## config.mk

```make
export PLATFORM = sky130hd
export DESIGN_NAME = uart_tx_arb_flat
export DESIGN_NICKNAME = d
export VERILOG_FILES = /design/src/rtl/uart_tx_arb_if.sv /design/src/rtl/uart_tx_arb.sv /design/src/flat_wrapper.sv
export SDC_FILE = /design/constraint.sdc
export NUM_CORES = 1
export LEC_CHECK = 0
export CORE_ASPECT_RATIO = 1.1
export CORE_MARGIN = 4
export CORE_UTILIZATION = 48
export CTS_CLUSTER_SIZE = 28
export DETAILED_ROUTE_END_ITERATION = 8
export GPL_TIMING_DRIVEN = 0
export PLACE_DENSITY_LB_ADDON = 0.3
export SETUP_SLACK_MARGIN = 0.05
export SYNTH_ARGS = -nofsm -noshare
export SYNTH_HDL_FRONTEND = slang
export SYNTH_SLANG_ARGS = --single-unit
```

## constraint.sdc

```tcl
create_clock -name clk -period 2 [get_ports clk]
set_input_delay 0.5 -clock clk [delete_from_list [all_inputs] [get_ports clk]]
set_output_delay 0.5 -clock clk [all_outputs]
set_load 0.005 [all_outputs]
```

## src/rtl/uart_tx_arb_if.sv

```systemverilog
// Handshake bundle between N byte requesters, the arbiter and one UART transmitter.
// The master side drives requests and transmitter status; the slave side is the arbiter.
interface uart_tx_arb_if #(
  parameter int N = 4
);
  logic [N-1:0]   req_valid;
  logic [8*N-1:0] req_data;
  logic [N-1:0]   req_last;
  logic [N-1:0]   req_ready;
  logic           tx_we;
  logic [7:0]     tx_din;
  logic           tx_busy;
  logic [N-1:0]   grant;
  logic           active;
  logic           timeout;

  modport master (
    output req_valid, req_data, req_last, tx_busy,
    input  req_ready, tx_we, tx_din, grant, active, timeout
  );

  modport slave (
    input  req_valid, req_data, req_last, tx_busy,
    output req_ready, tx_we, tx_din, grant, active, timeout
  );
endinterface

```

## src/rtl/uart_tx_arb.sv

```systemverilog
// Round-robin packet arbiter feeding one UART transmitter; an owner keeps the
// transmitter until its last byte or until it idles for HOLD_TIMEOUT cycles.
module uart_tx_arb #(
  parameter int N            = 4,
  parameter int HOLD_TIMEOUT = 1000
) (
  input logic           clk,
  input logic           rst,
  uart_tx_arb_if.slave  arb
);
  localparam int W = $clog2(N);
  localparam logic [15:0] HOLD_LIM = 16'(HOLD_TIMEOUT - 1);

  typedef enum logic [1:0] {ARB, SEND, WAIT_START, WAIT_DONE} state_t;

  state_t         state;
  logic [W-1:0]   owner;
  logic [W-1:0]   ptr;
  logic [15:0]    hold_cnt;
  logic           last_r;
  logic           tx_we_r;
  logic [7:0]     tx_din_r;
  logic [N-1:0]   grant_r;
  logic           timeout_r;
  logic           hs;
  logic           any_req;
  logic [W-1:0]   winner;
  logic [N-1:0]   ready_c;

  function automatic logic [W-1:0] next_idx(input logic [W-1:0] i);
    if (int'(i) == N - 1) return '0;
    return i + W'(1);
  endfunction

  // Scan from the highest rotated offset down so the lowest offset from p wins.
  function automatic logic [W-1:0] pick(input logic [N-1:0] v, input logic [W-1:0] p);
    logic [W-1:0] w;
    int j;
    w = p;
    for (int i = N - 1; i >= 0; i--) begin
      j = int'(p) + i;
      if (j >= N) j = j - N;
      if (v[W'(j)]) w = W'(j);
    end
    return w;
  endfunction

  function automatic logic [N-1:0] onehot(input logic [W-1:0] i);
    logic [N-1:0] m;
    m = '0;
    m[i] = 1'b1;
    return m;
  endfunction

  assign hs      = (state == SEND) && arb.req_valid[owner] && !arb.tx_busy;
  assign any_req = |arb.req_valid;
  assign winner  = pick(arb.req_valid, ptr);

  always_comb begin
    ready_c = '0;
    if (!rst && hs) ready_c[owner] = 1'b1;
  end

  always_ff @(posedge clk) begin
    if (rst) begin
      state     <= ARB;
      owner     <= '0;
      ptr       <= '0;
      hold_cnt  <= '0;
      last_r    <= 1'b0;
      tx_we_r   <= 1'b0;
      tx_din_r  <= '0;
      grant_r   <= '0;
      timeout_r <= 1'b0;
    end else begin
      tx_we_r   <= 1'b0;
      timeout_r <= 1'b0;
      case (state)
        ARB: begin
          if (!arb.tx_busy && any_req) begin
            owner    <= winner;
            grant_r  <= onehot(winner);
            hold_cnt <= '0;
            state    <= SEND;
          end
        end
        SEND: begin
          // A handshake on the limit cycle takes priority over the forced release.
          if (hs) begin
            tx_din_r <= arb.req_data[8*owner +: 8];
            last_r   <= arb.req_last[owner];
            tx_we_r  <= 1'b1;
            hold_cnt <= '0;
            state    <= WAIT_START;
          end else if (hold_cnt == HOLD_LIM) begin
            grant_r   <= '0;
            ptr       <= next_idx(owner);
            timeout_r <= 1'b1;
            hold_cnt  <= '0;
            state     <= ARB;
          end else begin
            hold_cnt <= hold_cnt + 16'd1;
          end
        end
        WAIT_START: begin
          if (arb.tx_busy) state <= WAIT_DONE;
        end
        WAIT_DONE: begin
          if (!arb.tx_busy) begin
            if (last_r) begin
              grant_r <= '0;
              ptr     <= next_idx(owner);
              state   <= ARB;
            end else begin
              hold_cnt <= '0;
              state    <= SEND;
            end
          end
        end
        default: state <= ARB;
      endcase
    end
  end

  assign arb.req_ready = ready_c;
  assign arb.tx_we     = tx_we_r;
  assign arb.tx_din    = tx_din_r;
  assign arb.grant     = grant_r;
  assign arb.active    = (state != ARB);
  assign arb.timeout   = timeout_r;
endmodule

```

## src/flat_wrapper.sv

```systemverilog
// flat-port wrapper written by rule: the top's interface ports become plain ports
module uart_tx_arb_flat 
#(
  parameter int N            = 4,
  parameter int HOLD_TIMEOUT = 1000
)
  (clk, rst, arb_req_valid, arb_req_data, arb_req_last, arb_tx_busy, arb_req_ready, arb_tx_we, arb_tx_din, arb_grant, arb_active, arb_timeout);
  uart_tx_arb_if #(.N(N)) arb_i ();
  input logic clk;
  input logic rst;
  input wire logic [$bits(arb_i.req_valid)-1:0] arb_req_valid;
  input wire logic [$bits(arb_i.req_data)-1:0] arb_req_data;
  input wire logic [$bits(arb_i.req_last)-1:0] arb_req_last;
  input wire logic [$bits(arb_i.tx_busy)-1:0] arb_tx_busy;
  output wire logic [$bits(arb_i.req_ready)-1:0] arb_req_ready;
  output wire logic [$bits(arb_i.tx_we)-1:0] arb_tx_we;
  output wire logic [$bits(arb_i.tx_din)-1:0] arb_tx_din;
  output wire logic [$bits(arb_i.grant)-1:0] arb_grant;
  output wire logic [$bits(arb_i.active)-1:0] arb_active;
  output wire logic [$bits(arb_i.timeout)-1:0] arb_timeout;
  assign arb_i.req_valid = arb_req_valid;
  assign arb_i.req_data = arb_req_data;
  assign arb_i.req_last = arb_req_last;
  assign arb_i.tx_busy = arb_tx_busy;
  assign arb_req_ready = arb_i.req_ready;
  assign arb_tx_we = arb_i.tx_we;
  assign arb_tx_din = arb_i.tx_din;
  assign arb_grant = arb_i.grant;
  assign arb_active = arb_i.active;
  assign arb_timeout = arb_i.timeout;
  uart_tx_arb #(.N(N), .HOLD_TIMEOUT(HOLD_TIMEOUT)) u_core (.clk(clk), .rst(rst), .arb(arb_i));
endmodule
```

# Yosys cells after proc, flatten, opt, wreduce, memory -nomap -nowiden
# Cells that the tools add are included.
# word_totals
inputBits	43
out_inout_bits	19
word_cells	133
ff_bits	37
# op_classes
n_addsub	9
n_reduce_logical	21
n_bitwise	1
n_eq_ne	13
muxes	67
shift	1
magnitude_cmp	12
# op_table
op	count
two-way mux 16 bit	5
case mux 16 bit (3 select lines)	1
two-way mux 2 bit	20
variable part select 32 x 6 -> 8 bit	1
two-way mux 1 bit	24
two-way mux 4 bit	6
adder 16 x 1 -> 16 bit, second input constant	1
== test 16 x 10 -> 1 bit, second input constant	1
< comparator 2 x 4 -> 1 bit, second input constant	4
binary-select mux 1 bit (select 2 bit)	6
case mux 4 bit (3 select lines)	1
!= test 2 bit, second input constant	5
>= comparator 3 bit, second input constant	3
case mux 2 bit (4 select lines)	1
AND reduction 4 bit	2
subtractor 2 x 1 -> 2 bit, second input constant	4
adder 2 x 2 -> 3 bit, second input constant	2
logical AND 1 bit	6
< comparator 2 x 3 -> 1 bit, second input constant	2
AND reduction 6 bit	1
AND reduction 5 bit	1
demux 1 bit (select 2 bit)	2
== test 2 x 1 -> 1 bit, second input constant	2
== test 2 bit, second input constant	2
other kinds (16)	21

# Depth between registers and ports, before layout
# depth
word_depth	16
ltp_mapped	7
depth_no_buf	6

# Worst setup path before layout
# No wires, ideal clock.
# synth_path
path_kind	input to output
from	input arb_tx_busy
to	output arb_req_ready[0]
path_buffers	1
setup_slack_ns	0.077
path_stages	6
required_ns	1.500
t_arrival_ns	1.423
path_cell_list	buf_2 -> or2_1 -> o22ai_1 -> nand2_1 -> nor2_1 -> and2_1
# synth_via
elab_chain_len	4
# synth_rtl
item	line_no	text
from (decl)	flat_wrapper.sv:14	input wire logic [$bits(arb_i.tx_busy)-1:0] arb_tx_busy;
logical NOT 1 bit	uart_tx_arb.sv:55	assign hs = (state == SEND) && arb.req_valid[owner] && !arb.tx_busy;
logical AND 1 bit	uart_tx_arb.sv:55	
logical AND 1 bit	uart_tx_arb.sv:61	if (!rst && hs) ready_c[owner] = 1'b1;
two-way mux 4 bit	uart_tx_arb.sv:61	
to (decl)	flat_wrapper.sv:15	output wire logic [$bits(arb_i.req_ready)-1:0] arb_req_ready;
# No other way between the ends.

# Worst setup path after layout
# Ends and elaborated chain as after synthesis.

==> impl_metrics.py <==
metrics = {
    "outcome": {
        "status": "finished with violations",
        "failed_checks": "setup timing",
    },
    "synth": {
        "synth_area_leaders": "dfxtp_1 (34%), mux4_2 (9.4%), mux2i_1 (6.0%)",
        "synth_area_sq_um": 2160,
        "yosysSeqAreaShare_pct": 34.3,
        "synth.avg_cell_area_sq_um": 9.44,
        "synth-edff-count": 0,
        "synth_simple_gate_area_share_pct": 26.9,
        "synth_cell_types": 51,
        "synth_compound_area_share_pct": 12.0,
        "synth.largest_area_cell": "dfxtp_1",
        "syn-num-nets": 277,
        "ys_ff_latch": 37,
        "synthMuxAreaShare_pct": 17.5,
        "synthArstFlopShare_pct": 0,
        "synth_top_area_share_pct": 34.3,
        "syn-instance-count": 229,
        "synth_top_family_by_area": "simple AND/OR/NAND/NOR gates",
        "ys.flop_type": "dfxtp_1",
        "yosys_warnings": 0,
        "synth-adder-area-share_pct": 2.90,
        "synth_xor_area_share_pct": 2.84,
    },
    "power_and_ir_drop": {
        "ir_drop_uv": 400,
        "leakagePower_nw": 1.17,
        "powerDensity_nw_per_um2": 607,
    },
    "finish": {
        "fillers": 306,
        "ff_latch_area_sq_um": 748,
        "mostFrequentLayoutCells": "clkdlybuf4s50_1 (52), dfxtp_1 (35), nor2_1 (27), nand2_1 (17), buf_4 (14)",
        "area_delta_synth_final_pct": 42.0,
        "multiInputGateArea_sq_um": 1380,
        "layout-drive-gt1-share_pct": 21.0,
        "insertedDiodeCount": 0,
        "nNetsFinal": 356,
        "layout_commonest_cell": "clkdlybuf4s50_1",
    },
    "critical_path": {
        "worstPathCellList": "buf_4, or2_4, o22ai_2, nand2_1, nor2_2, buf_4, and2_4, buf_6",
        "crit_required_ns": 1.50,
        "r2r-start": "u_core.hold_cnt[0]$_SDFFE_PP0P_",
        "crit_path_start": "arb_tx_busy",
        "critPathArrivalTime_ns": 1.65,
        "endpoint_kind": "primary output",
        "cp_num_buf_inv": 3,
        "worstPathMaxFanout": 8,
        "max_stage_delay_ns": 0.26,
        "path_class": "in -> out",
        "path_common_cell": "buf_4",
        "cp-start-kind": "primary input",
        "crit_family": "simple AND/OR/NAND/NOR gates",
        "cp_slowest_cell": "or2_4",
    },
    "placement": {
        "io_buffers": 60,
        "hpwl_mm": 3.96,
        "gp_congestion": 0.790,
        "pre_cts_ws_ns": -0.969,
    },
    "clocking": {
        "cts-root-buf": "clkbuf_8",
        "clkSinkCount": 37,
        "clock_path_buffers": 2,
        "clk_latency_ns": 0.29,
        "cts_made_buffers": 5,
        "cts_tree": "built",
        "cts.clk_slew.worst_paths_ns": 0.07,
        "htreeDepth": 2,
    },
    "sta": {
        "postLayoutSetupSlackWorst_ns": -0.153,
        "final-hold-violation-count": 0,
        "setup_viol": 4,
        "finalCritPeriodShare_pct": 108,
        "slew_violations": 0,
        "worst_pin_slew_ns": 0.494,
        "rsz0062_at_grt": "true",
        "setup_tns_ns": -0.580,
        "skew_ns": 0.00700,
        "fmax_ghz": 0.465,
        "relSlewSlack_pct": 67.0,
        "min_period_ns": 2.15,
    },
    "drt": {
        "drt-total-wl_mm": 5.47,
        "drtIter0Drc": 150,
        "vias_per_cell": 5.57,
        "vias": 2021,
        "postRouteAntennaNets": 0,
        "drc": 0,
        "drt_pass1_iterations": 5,
        "routedWlPerCell_um": 15.1,
    },
    "grt": {
        "grt_use_met1_pct": 22.0,
        "grt.busiest_layer": "met2",
        "grt_max_degree": 12,
        "grt_pass1_wl_mm": 9.04,
        "overflow": 0,
        "met2_usage_pct": 35.8,
        "grt_pass1_vias": 2120,
        "use_met3_pct": 7.94,
        "antenna_found_initial": 0,
        "grt.total_usage_pct": 20.1,
    },
    "die": {
        "die_x_um": 72.0,
        "coreArea_sq_um": 4320,
        "initial_core_util_pct": 50.1,
        "ios": 62,
        "die_h_um": 78.4,
        "rows": 25,
        "die-area_sq_um": 5640,
    },
    "flow_run": {
        "cap_violations": 0,
    },
    "worst_hold_path": {
        "worstHoldStart": "u_core.arb.grant[1]$_SDFFE_PP0P_",
        "hp-class": "reg -> reg",
    },
}
[layout make-up]
class                      count  area share [%]
multi-input combinational    176            45.0
tap                           54            2.20
timing repair buffer          73            23.1
clock inverter                 2           0.326
sequential                    37            24.4
inverter                       4           0.489
clock buffer                   6            2.36
buffer                        11            2.12
[Yosys cell counts, drive strengths merged (3+ instances only)]
cell type	instances
dfxtp	37
nor2	28
nand2	17
mux2i	15
nand3	11
mux4	9
buf	8
nand4	8
or3	8
a31oi	7
nand2b	7
xor2	6
a21oi	5
ha	5
o21ai	5
and2	4
and3	4
clkbuf	4
inv	4
nor2b	4
nor4	4
a211oi	3
nand3b	3
[state kept, by name, indices dropped and copies added (netlist names), named ones only]
| name | count |
|---|---|
| u_core.state | 1 |
| u_core.arb.grant | 4 |
| u_core.ptr | 2 |
| u_core.arb.timeout | 1 |
| u_core.last_r | 1 |
| u_core.hold_cnt | 16 |
| u_core.arb.tx_we | 1 |
| u_core.arb.tx_din | 8 |
| u_core.owner | 2 |
[layer usage]
layer	part of all wire, %	vias to the layer above
li1	-	1004
met1	40	955
met2	52	60
met3	7.5	2
met4	0.18	0
met5	0	-
[what timing repair did]
item,4_1_cts,5_1_grt
setup endpoints to repair,22,18
gates resized for setup,42,14
pin swaps,6,3
hold buffers,0,0
buffers inserted,7,7
[stage by stage]
| step | hold WS (ns) | cells | util [%] | area (sq um) | total power, mW |
|---|---|---|---|---|---|
| 6_report | 0.481 | 363 | 71.1 | 3070 | 1.86 |
| 2_1_floorplan | 0.456 | 229 | - | 2160 | 1.12 |
| 3_5_place_dp | 0.449 | 343 | 65.5 | 2830 | 1.33 |
| 4_1_cts | 0.476 | 357 | 69.4 | 2990 | 1.85 |
| 3_3_place_gp | 0.460 | 343 | 65.5 | 2830 | 1.32 |
| 5_1_grt | 0.504 | 363 | 71.1 | 3070 | 1.97 |
[cells by family (layout without fill, tap and decap cells)]
| kind of cell | count (synthesis) | in the layout |
|---|---|---|
| simple gates | 107 | 107 |
| flops | 37 | 37 |
| compound gates | 33 | 33 |
| mux | 24 | 24 |
| buf+inv | 16 | 96 |
| xor+xnor | 7 | 7 |
| fa+ha+maj | 5 | 5 |
[path summary, 6_finish.rpt]
| check | endpoint | slack, ns | depth (start not counted) |
|---|---|---|---|
| min | u_core.arb.grant[1]$_SDFFE_PP0P_ | 0.48 | 1 |
| max reg2reg | u_core.hold_cnt[14]$_SDFFE_PP0P_ | 0.23 | 6 |
| min reg2reg | u_core.arb.grant[1]$_SDFFE_PP0P_ | 0.48 | 1 |
| max | arb_req_ready[0] | -0.15 | 8 |
[report_power, final]
part / switching, mW / internal (mW)
clock: 0.271 / 0.242
combinational: 0.256 / 0.304
sequential: 0.0228 / 0.768
total: 0.550 / 1.31
No activity file was read; power rests on OpenSTA's default activity.
